## config.mk

```make
export PLATFORM = sky130hd
export DESIGN_NAME = dual_fetch_flat
export DESIGN_NICKNAME = d
export VERILOG_FILES = /design/src/rtl/dual_fetch_if.sv /design/src/rtl/dual_fetch.sv /design/src/flat_wrapper.sv
export SDC_FILE = /design/constraint.sdc
export NUM_CORES = 1
export LEC_CHECK = 0
export ABC_AREA = 0
export CORE_MARGIN = 1
export CORE_UTILIZATION = 35
export CTS_BUF_LIST = sky130_fd_sc_hd__clkbuf_2 sky130_fd_sc_hd__clkbuf_4 sky130_fd_sc_hd__clkbuf_8
export DETAILED_ROUTE_END_ITERATION = 12
export PLACE_DENSITY = 0.83
export SLEW_MARGIN = 0
export SYNTH_ARGS = -nofsm -noshare
export SYNTH_HDL_FRONTEND = slang
export SYNTH_SLANG_ARGS = --single-unit
```

## constraint.sdc

```tcl
create_clock -name CLK -period 6.35 [get_ports CLK]
set_input_delay 1.27 -clock CLK [delete_from_list [all_inputs] [get_ports CLK]]
set_output_delay 1.27 -clock CLK [all_outputs]
set_load 0.02 [all_outputs]
```

## src/rtl/dual_fetch_if.sv

```systemverilog
// Downstream and instruction-memory signals of the dual-issue fetch unit.
// master drives control and memory data; slave is the fetch unit.
interface dual_fetch_if #(
    parameter int IMEM_AW = 11
);
    logic               stall;
    logic               consume1;
    logic               redirect;
    logic [12:0]        redirect_pc;
    logic [IMEM_AW-1:0] imem_addr1;
    logic [IMEM_AW-1:0] imem_addr2;
    logic [31:0]        imem_data1;
    logic [31:0]        imem_data2;
    logic [12:0]        pc1_out;
    logic [12:0]        pc2_out;
    logic [31:0]        inst1_out;
    logic [31:0]        inst2_out;
    logic               valid_out;
    logic [31:0]        fetch_cnt;

    modport master (
        output stall, consume1, redirect, redirect_pc,
        output imem_data1, imem_data2,
        input  imem_addr1, imem_addr2,
        input  pc1_out, pc2_out, inst1_out, inst2_out,
        input  valid_out, fetch_cnt
    );

    modport slave (
        input  stall, consume1, redirect, redirect_pc,
        input  imem_data1, imem_data2,
        output imem_addr1, imem_addr2,
        output pc1_out, pc2_out, inst1_out, inst2_out,
        output valid_out, fetch_cnt
    );
endinterface

```

## src/rtl/dual_fetch.sv

```systemverilog
// Dual-issue instruction fetch: delivers an aligned pair of instructions
// per cycle from a dual-port synchronous-read instruction memory.
module dual_fetch #(
    parameter int IMEM_AW = 11
) (
    input logic         CLK,
    input logic         RST,
    dual_fetch_if.slave bus
);
    logic [12:0] pc_q;
    logic [12:0] npc;
    logic [12:0] npc_p4;
    logic        valid_q;
    logic [31:0] cnt_q;
    logic        kill_valid;
    logic        take;

    // The next-pair address goes straight to the memory so its data
    // lands in the same cycle pc_q takes that value.
    always_comb begin
        npc = pc_q;
        if (RST) begin
            npc = '0;
        end else if (bus.redirect) begin
            npc = {bus.redirect_pc[12:2], 2'b00};
        end else if (!valid_q || bus.stall) begin
            npc = pc_q;
        end else if (bus.consume1) begin
            npc = pc_q + 13'd4;
        end else begin
            npc = pc_q + 13'd8;
        end
    end

    assign npc_p4 = npc + 13'd4;

    assign bus.imem_addr1 = npc[IMEM_AW+1:2];
    assign bus.imem_addr2 = npc_p4[IMEM_AW+1:2];

    assign kill_valid    = valid_q & ~bus.redirect;
    assign take          = kill_valid & ~bus.stall;

    assign bus.valid_out = kill_valid;
    assign bus.pc1_out   = pc_q;
    assign bus.pc2_out   = pc_q + 13'd4;
    assign bus.inst1_out = valid_q ? bus.imem_data1 : 32'd0;
    assign bus.inst2_out = valid_q ? bus.imem_data2 : 32'd0;
    assign bus.fetch_cnt = cnt_q;

    always_ff @(posedge CLK) begin
        pc_q <= npc;
        if (RST) begin
            valid_q <= 1'b0;
            cnt_q   <= '0;
        end else begin
            valid_q <= 1'b1;
            if (take) begin
                cnt_q <= cnt_q + (bus.consume1 ? 32'd1 : 32'd2);
            end
        end
    end
endmodule
```

## src/flat_wrapper.sv

```systemverilog
// flat-port wrapper written by rule: the top's interface ports become plain ports
module dual_fetch_flat 
#(
    parameter int IMEM_AW = 11
)
  (CLK, RST, bus_stall, bus_consume1, bus_redirect, bus_redirect_pc, bus_imem_data1, bus_imem_data2, bus_imem_addr1, bus_imem_addr2, bus_pc1_out, bus_pc2_out, bus_inst1_out, bus_inst2_out, bus_valid_out, bus_fetch_cnt);
  dual_fetch_if #(.IMEM_AW(IMEM_AW)) bus_i ();
  input logic CLK;
  input logic RST;
  input wire logic [$bits(bus_i.stall)-1:0] bus_stall;
  input wire logic [$bits(bus_i.consume1)-1:0] bus_consume1;
  input wire logic [$bits(bus_i.redirect)-1:0] bus_redirect;
  input wire logic [$bits(bus_i.redirect_pc)-1:0] bus_redirect_pc;
  input wire logic [$bits(bus_i.imem_data1)-1:0] bus_imem_data1;
  input wire logic [$bits(bus_i.imem_data2)-1:0] bus_imem_data2;
  output wire logic [$bits(bus_i.imem_addr1)-1:0] bus_imem_addr1;
  output wire logic [$bits(bus_i.imem_addr2)-1:0] bus_imem_addr2;
  output wire logic [$bits(bus_i.pc1_out)-1:0] bus_pc1_out;
  output wire logic [$bits(bus_i.pc2_out)-1:0] bus_pc2_out;
  output wire logic [$bits(bus_i.inst1_out)-1:0] bus_inst1_out;
  output wire logic [$bits(bus_i.inst2_out)-1:0] bus_inst2_out;
  output wire logic [$bits(bus_i.valid_out)-1:0] bus_valid_out;
  output wire logic [$bits(bus_i.fetch_cnt)-1:0] bus_fetch_cnt;
  assign bus_i.stall = bus_stall;
  assign bus_i.consume1 = bus_consume1;
  assign bus_i.redirect = bus_redirect;
  assign bus_i.redirect_pc = bus_redirect_pc;
  assign bus_i.imem_data1 = bus_imem_data1;
  assign bus_i.imem_data2 = bus_imem_data2;
  assign bus_imem_addr1 = bus_i.imem_addr1;
  assign bus_imem_addr2 = bus_i.imem_addr2;
  assign bus_pc1_out = bus_i.pc1_out;
  assign bus_pc2_out = bus_i.pc2_out;
  assign bus_inst1_out = bus_i.inst1_out;
  assign bus_inst2_out = bus_i.inst2_out;
  assign bus_valid_out = bus_i.valid_out;
  assign bus_fetch_cnt = bus_i.fetch_cnt;
  dual_fetch #(.IMEM_AW(IMEM_AW)) u_core (.CLK(CLK), .RST(RST), .bus(bus_i));
endmodule
```

# [Word level (Yosys, flattened, before mapping)]
# Index checks and enable logic that the tools add are counted.
[word_totals] register_bits=46 latch_bits=0 mem_bits_rw=0 mem_bits_ro=0 memories=0
[classes] addsub=4 mul=0 n_div=0 magnitude_cmp=0 n_eq_ne=0 n_shift=0 n_mux=8 n_bitwise=4 reduce_logical=2
[ops] operator="32-bit 2-to-1 mux" count=2
[ops] operator="13-bit 2-to-1 mux" count=4
[ops] operator="32-bit adder" count=1
[ops] operator="13-bit by 3-bit adder with 13-bit output, second input constant" count=2
[ops] operator="13-bit by 4-bit adder with 13-bit output, second input constant" count=1
[ops] operator="1-bit AND" count=2
[ops] operator="2-bit 2-to-1 mux" count=1
[ops] operator="1-bit inverter" count=2
[ops] operator="1-bit logical NOT" count=1
[ops] operator="1-bit logical OR" count=1
[ops] operator="1-bit 2-to-1 mux" count=1

# [Logic depth before layout (Yosys ltp)]
# Gate-level depths: netlist of the first run.
[logic_depth] ltp_word=6 mapped_depth=10 ltp_nobuf=9

# [Worst setup path before layout of the first run]
# OpenSTA, ideal clock, no wires.
[synth_timing] path_type="in2out" from="input bus_redirect" to="output bus_imem_addr2[6]" arrival_ps=3659 required_ps=5080 setup_slack_ps=1421 stages=9 path_cell_list="clkbuf_1 > inv_1 > clkbuf_1 > o21ai_0 > inv_1 > ha_1 > nand2_1 > nor2_1 > xnor2_1"
[synth_between] elab_chain_cells=3
[synth_rtl] element="start, declared" line="flat_wrapper.sv:12" rtl="input wire logic [$bits(bus_i.redirect)-1:0] bus_redirect;"
[synth_rtl] element="13-bit 2-to-1 mux" line="dual_fetch.sv:24" rtl="end else if (bus.redirect) begin"
[synth_rtl] element="13-bit 2-to-1 mux" line="dual_fetch.sv:22" rtl="if (RST) begin"
[synth_rtl] element="net bus_imem_addr1[0]" line="flat_wrapper.sv:16" rtl="output wire logic [$bits(bus_i.imem_addr1)-1:0] bus_imem_addr1;"
[synth_rtl] element="13-bit by 3-bit adder with 13-bit output" line="dual_fetch.sv:35" rtl="assign npc_p4 = npc + 13'd4;"
[synth_rtl] element="end, declared" line="flat_wrapper.sv:17" rtl="output wire logic [$bits(bus_i.imem_addr2)-1:0] bus_imem_addr2;"
# The timed path passes the listed nets, and every way through them passes these cells.

# [Final worst setup path of the first run]
[layout_timing] from="input bus_consume1" to="output bus_imem_addr2[8]"
[layout_between] elab_chain_cells=5
[layout_rtl] element="start, declared" line="flat_wrapper.sv:11" rtl="input wire logic [$bits(bus_i.consume1)-1:0] bus_consume1;"
[layout_rtl] element="13-bit 2-to-1 mux" line="dual_fetch.sv:28" rtl="end else if (bus.consume1) begin"
[layout_rtl] element="13-bit 2-to-1 mux" line="dual_fetch.sv:26" rtl="end else if (!valid_q || bus.stall) begin"
[layout_rtl] element="13-bit 2-to-1 mux" line="dual_fetch.sv:24"
[layout_rtl] element="13-bit 2-to-1 mux" line="dual_fetch.sv:22"
[layout_rtl] element="13-bit by 3-bit adder with 13-bit output" line="dual_fetch.sv:35"
# Every way passes these cells.

==> flow_summary_export.csv, run 1 <==
group,metric,value,unit
worst_setup_path,criticalPathCategory,"input pin to output pin",
worst_setup_path,reg2reg_from,"u_core.bus.pc1_out[3]",
synth,synth_most_common_cell,"and2_1",
synth,synth.distinct_cells,54,
sta,slew_viol_final,0,
clock_tree,cts_setup_buffers,0,
worst_setup_path,arrival,4.45,ns
worst_setup_path,path_common_cell,"clkdlybuf4s50_1",
worst_setup_path,endpoint_kind,"output pin",
clock_tree,cts_root_buf,"clkbuf_8",
clock_tree,cts_resized,0,
synth,synth.area.top_cells,"dfxtp_1, and2_1, xor2_1",
global_route,grt_pass1_vias,3317,
sta,min_period_over_period,0.901,
min_path,min_delay_path_depth,2,
power,p_leak,2.09,nW
floorplan,coreArea,8340,um^2
sta,rsz0062_at_grt,"false",
clock_tree,htreeDepth,2,
worst_setup_path,ff2ff_path_depth,5,
worst_setup_path,cp_slowest_cell,"clkdlybuf4s50_1",
min_path,hp-class,"flop to flop",
worst_setup_path,crit_path_start_kind,"input pin",
global_route,grt-ovfl-total,0,
route,first_iter_violations,309,
power,power_density,147,nW/um^2
route,routed_wl,12200,um
placed_design,place_area,5310,um^2
route,wl_per_cell,17.5,um
synth,ys_ff_latch,44,
sta,setup_viol,0,
placed_design,dp_hpwl,10000,um
sta,max_slew_margin,0.577,
worst_setup_path,path_cells,"clkdlybuf4s50_1 > nor2b_1 > o31ai_1 > a311oi_4 > nand3_4 > nor4b_4 > xor2_1 > clkdlybuf4s50_1",
worst_setup_path,crit_family,"buffers and inverters",
finish,fin_area,5420,um^2
synth,synth_common_cells,"and2_1, dfxtp_1, xor2_1, nor2_1, nand2_1",
global_route,grt_first_pass_wirelength,18100,um
flow_run,maxCapViolCount,0,
worst_setup_path,r2r-end,"u_core.bus.pc1_out[6]",
synth,async_flop_share,0,
worst_setup_path,critPathMaxFanout,10,
floorplan,ios,227,
global_route,grt_usage,0.264,
min_path,whs_endpoint,"u_core.bus.fetch_cnt[31]",
sta,tns,0,ns
run_status,status,"finished, final reports clean",
placed_design,place_congestion,1.02,
synth,synthCells,383,
floorplan,die_y,95.4,um
route,vias,3569,
synth,yosys.area.top_type,"dfxtp_1",
route,drc,0,
sta,worstMarginPinSlew,0.632,ns
power,ir_drop,154,uV
route,vias_per_cell,5.11,
synth,synth_top_area_frac,0.289,
floorplan,die_w,95.4,um
finish,drive_gt1_frac,0.0355,
synth,synthFlopType,"dfxtp_1",
clock_tree,clk_latency,0.30,ns
worst_setup_path,critical_path.max_stage_delay,0.70,ns
worst_setup_path,cp.depth,8,
sta,skew,0.00935,ns
synth,yosys_warnings,0,
worst_setup_path,crit_buf_inv,2,
min_path,worstHoldStart,"u_core.bus.fetch_cnt[31]",
route,ant_nets,0,
clock_tree,cts_hold_buf,0,
clock_tree,cts_tree,"built",
finish,fin_nets,679,
floorplan,row_count,33,
floorplan,dieArea,9100,um^2
global_route,grt_max_degree,40,
finish,area_growth,77.7,%
clock_tree,clkTransAtPathRegs,0.09,ns
worst_setup_path,crit_required,5.08,ns
global_route,antenna_found_initial,3,
clock_tree,clockBufferDepth,2,
synth,seq_area_frac_synth,0.289,
route,dr.pass1.iters,5,
synth,synth.cell_area,3050,um^2
sta,finalHoldViolCount,0,
sta,final.min_clock_period,5.72,ns
placed_design,io_buffers,220,
sta,max_freq,175,MHz
floorplan,initial_core_util,0.366,
synth,synth_edf_count,0,
clock_tree,cts-buffers-inserted,5,
clock_tree,cts_sinks,44,
finish,num-fill-cells,710,
synth,syn_area_per_cell,7.97,um^2
worst_setup_path,reg2reg_slack,3.70,ns
-- per-stage QoR --
step	utilization	worst slack (ns)	instances	hold slack, ns	total power, W
6_report	0.650	0.628	698	0.524	0.000797
2_1_floorplan	-	1.42	386	0.570	0.000425
4_1_cts	0.650	0.680	697	0.524	0.000800
3_3_place_gp	0.636	0.729	689	0.486	0.000575
5_1_grt	0.650	0.524	698	0.539	0.000830
3_5_place_dp	0.636	0.703	689	0.499	0.000577
-- state kept, by name, indices dropped and copies added, names as in the netlist --
name                  cells
u_core.bus.fetch_cnt     32
u_core.bus.pc1_out       11
u_core.valid_q            1
-- worst max-delay path by stage --
stage                            start                end  slack (ns)
after floorplan           bus_redirect  bus_imem_addr2[6]        1.42
after global placement       bus_stall  bus_imem_addr2[8]        0.73
after detailed placement     bus_stall  bus_imem_addr2[8]        0.70
after CTS                    bus_stall  bus_imem_addr2[8]        0.68
after global routing      bus_consume1  bus_imem_addr2[8]        0.52
final                     bus_consume1  bus_imem_addr2[8]        0.63
-- where the power goes --
part	switching, W	internal [W]
logic	0.000131	0.000145
registers	0.0000144	0.000282
clock network	0.000106	0.000119
-- final cells by class --
cell class / count / area (um^2) / share of cell area
Inverter: 12 / 45.0 / 0.00830
Antenna cell: 1 / 2.50 / 0.000461
Clock buffer: 5 / 68.8 / 0.0127
Multi-Input combinational cell: 303 / 2010 / 0.370
Tap cell: 105 / 131 / 0.0242
Clock inverter: 3 / 46.3 / 0.00854
Sequential cell: 44 / 882 / 0.163
Timing Repair Buffer: 225 / 2240 / 0.413
-- logic make-up (layout without fill, tap and decap cells) --
| kind of cell | count (synthesis) | in the layout | synth area share |
|---|---|---|---|
| buffers and inverters | 39 | 245 | 0.0574 |
| AO/OA/AOI/OAI | 36 | 36 | 0.0885 |
| flip-flops | 44 | 44 | 0.289 |
| XOR/XNOR | 51 | 51 | 0.146 |
| AND/OR/NAND/NOR | 204 | 204 | 0.384 |
| multiplexers | 2 | 2 | 0.00656 |
| other | 1 | 5 | 0.00123 |
| adder cells (fa/ha/maj) | 6 | 6 | 0.0270 |
-- worst min-delay path, stage by stage (launching register included) --
cell	delay [ns]
dfxtp_1	0.35
xor2_1	0.08
nor2_1	0.07
-- placed cells by master, fill, tap and decap left out, types with 2 or more instances in the layout --
cell type / n
o21ai_0: 5
xor2_1: 39
or4_1: 2
a31oi_1: 3
mux2i_1: 2
o31ai_1: 4
buf_4: 5
clkdlybuf4s50_1: 220
nand4_1: 10
nand3_1: 17
conb_1: 4
nor2b_1: 6
a21oi_1: 8
nand2_1: 23
dfxtp_1: 43
o211ai_1: 2
nor2_1: 38
nand2b_1: 4
and4_1: 5
nor3_1: 6
ha_1: 5
nor4bb_1: 3
inv_1: 12
nor4_1: 4
and3_1: 11
nand3b_1: 2
clkbuf_8: 5
o211a_1: 2
xnor2_1: 12
and2_1: 65
-- metal layers --
layer / global-route usage / share of wire / vias to the layer above
met2: 0.476 / 0.52 / 178
met5: 0 / 0.0022 / -
met4: 0.0410 / 0.0085 / 4
li1: - / - / 1705
met3: 0.0845 / 0.088 / 16
met1: 0.308 / 0.38 / 1666
(Power assumes the default switching activity.)
==> inputs of run 2 (changes only) <==
- SKIP_CTS_REPAIR_TIMING: not set -> 1
==> results of run 2 <==
No change in the layout: final DEF, timing and power equal those of run 1.
==> inputs of run 3 (changes only) <==
- CORE_MARGIN: 1 -> 1.5
==> run 3 against run 2 <==
Net effect:
- via count increased by 0.20%
- clock power hardly changed
- routed wire length is 3.1% higher
- total power about the same
- utilization is 0.15 points higher
==> flow_summary_export.csv, run 3 (synthesis results as in run 1) <==
group,metric,value,unit
clock_tree,htreeDepth,2,
power,p_leak,2.10,nW
placed_design,place_congestion,0.922,
sta,worst_slack,0.609,ns
sta,slew_viol_final,0,
clock_tree,cts_root_buf,"clkbuf_8",
route,vias,3576,
route,dr.pass1.iters,4,
sta,setup_viol,0,
global_route,grt_usage,0.272,
sta,final.min_clock_period,5.74,ns
route,wl_per_cell,17.9,um
floorplan,row_count,33,
finish,largest_reg_flops,32,
sta,rsz0062_at_grt,"false",
global_route,antenna_found_initial,3,
sta,hold_ws,0.503,ns
worst_setup_path,path_cells,"clkdlybuf4s50_1 > nand2b_1 > or4_4 > a311oi_4 > nand3_4 > nor3_1 > xor2_1 > clkdlybuf4s50_1",
finish,drive_gt1_frac,0.0354,
worst_setup_path,criticalPathCategory,"input pin to output pin",
power,power_density,147,nW/um^2
worst_setup_path,critPathMaxFanout,8,
floorplan,die_w,96.4,um
placed_design,pre_cts_slack,0.653,ns
min_path,hp-class,"flop to flop",
sta,min_period_over_period,0.904,
route,routed_wl,12600,um
clock_tree,clockBufferDepth,2,
floorplan,dieArea,9290,um^2
finish,area_growth,78.1,%
min_path,min_delay_path_depth,2,
clock_tree,clkTransAtPathRegs,0.08,ns
run_status,status,"finished, final reports clean",
global_route,grt_first_pass_wirelength,18900,um
finish,final_common_cell,"clkdlybuf4s50_1",
worst_setup_path,crit_path_start_kind,"input pin",
floorplan,coreArea,8340,um^2
worst_setup_path,r2r-end,"u_core.bus.pc1_out[6]",
worst_setup_path,cp_slowest_cell,"clkdlybuf4s50_1",
sta,skew,0.00826,ns
clock_tree,cts_sinks,44,
sta,tns,0,ns
route,vias_per_cell,5.10,
finish,most-common-layout-cells,"clkdlybuf4s50_1, and2_1, dfxtp_1, xor2_1, nor2_1",
clock_tree,cts-buffers-inserted,5,
global_route,grt_pass1_vias,3468,
clock_tree,cts_tree,"built",
worst_setup_path,ff2ff_path_depth,5,
route,ant_nets,0,
worst_setup_path,reg2reg_slack,3.66,ns
min_path,whs_endpoint,"u_core.bus.fetch_cnt[0]",
floorplan,die_y,96.4,um
placed_design,io_buffers,220,
clock_tree,clk_latency,0.30,ns
floorplan,ios,227,
min_path,worstHoldStart,"u_core.bus.fetch_cnt[0]",
worst_setup_path,crit_required,5.08,ns
worst_setup_path,crit_start,"bus_stall",
sta,worstMarginPinSlew,0.600,ns
power,ir_drop,104,uV
placed_design,dp_hpwl,10400,um
finish,fin_nets,680,
global_route,grt-ovfl-total,0,
floorplan,initial_core_util,0.366,
sta,max_slew_margin,0.599,
route,first_iter_violations,271,
worst_setup_path,critical_path.max_stage_delay,0.64,ns
worst_setup_path,reg2reg_from,"u_core.bus.pc1_out[3]",
finish,layoutNonFillerInstCount,701,
flow_run,maxCapViolCount,0,
worst_setup_path,path_common_cell,"clkdlybuf4s50_1",
worst_setup_path,arrival,4.47,ns
placed_design,post-place-cells,690,
sta,max_freq,174,MHz
route,drc,0,
finish,num-fill-cells,715,
worst_setup_path,endpoint_kind,"output pin",
sta,finalHoldViolCount,0,
global_route,grt_max_degree,72,
-- run 3: cell types whose count changed in the layout (fill, tap and decap cells not counted), sizes merged --
| cell | previous run | this run |
|---|---|---|
| clkinv | 0 | 2 |
| inv | 13 | 12 |
| diode | 1 | 3 |
| clkinvlp | 1 | 0 |
| buf | 5 | 6 |
-- run 3: how the worst max path moves through the flow --
stage                    endpoint  depth (start not counted)
6_report        bus_imem_addr2[7]                          8
5_1_grt        bus_imem_addr2[10]                         11
4_1_cts         bus_imem_addr2[7]                          8
3_5_place_dp    bus_imem_addr2[7]                          8
3_3_place_gp    bus_imem_addr2[4]                          7
2_1_floorplan   bus_imem_addr2[6]                          9
-- run 3: cell type report --
type	instances	area, um^2	area share
diodes	3	7.51	0.00138
clock buffers	5	68.8	0.0127
clock inverters	3	47.5	0.00875
inverters	12	45.0	0.00829
multi-input cells	303	2010	0.369
flip-flops and latches	44	881	0.162
well taps	105	131	0.0242
repair buffers	226	2250	0.413
-- run 3: worst max-delay path, delay by kind of cell --
family                    cells  cell delay [ns]
and+or+nand+nor               4             1.34
buffers and inverters         2             1.17
AOI/OAI and AO/OA             1             0.50
xor gates and xnor gates      1             0.18
-- run 3: power by group --
part	switching [W]	internal (W)
Sequential	0.0000123	0.000282
Clock	0.000104	0.000119
Combinational	0.000134	0.000146
-- run 3: per-layer routing --
layer / part of all wire / GRT usage
met5: 0 / 0
met4: 0.015 / 0.0761
met3: 0.096 / 0.0955
met2: 0.53 / 0.491
met1: 0.36 / 0.302
-- run 3: stage by stage --
step	util	instance area [um^2]	power [W]
after floorplan	-	3060	0.000425
after global placement	0.637	5310	0.000577
after detailed placement	0.637	5310	0.000580
after CTS	0.651	5430	0.000801
after global routing	0.652	5440	0.000830
final	0.652	5440	0.000797
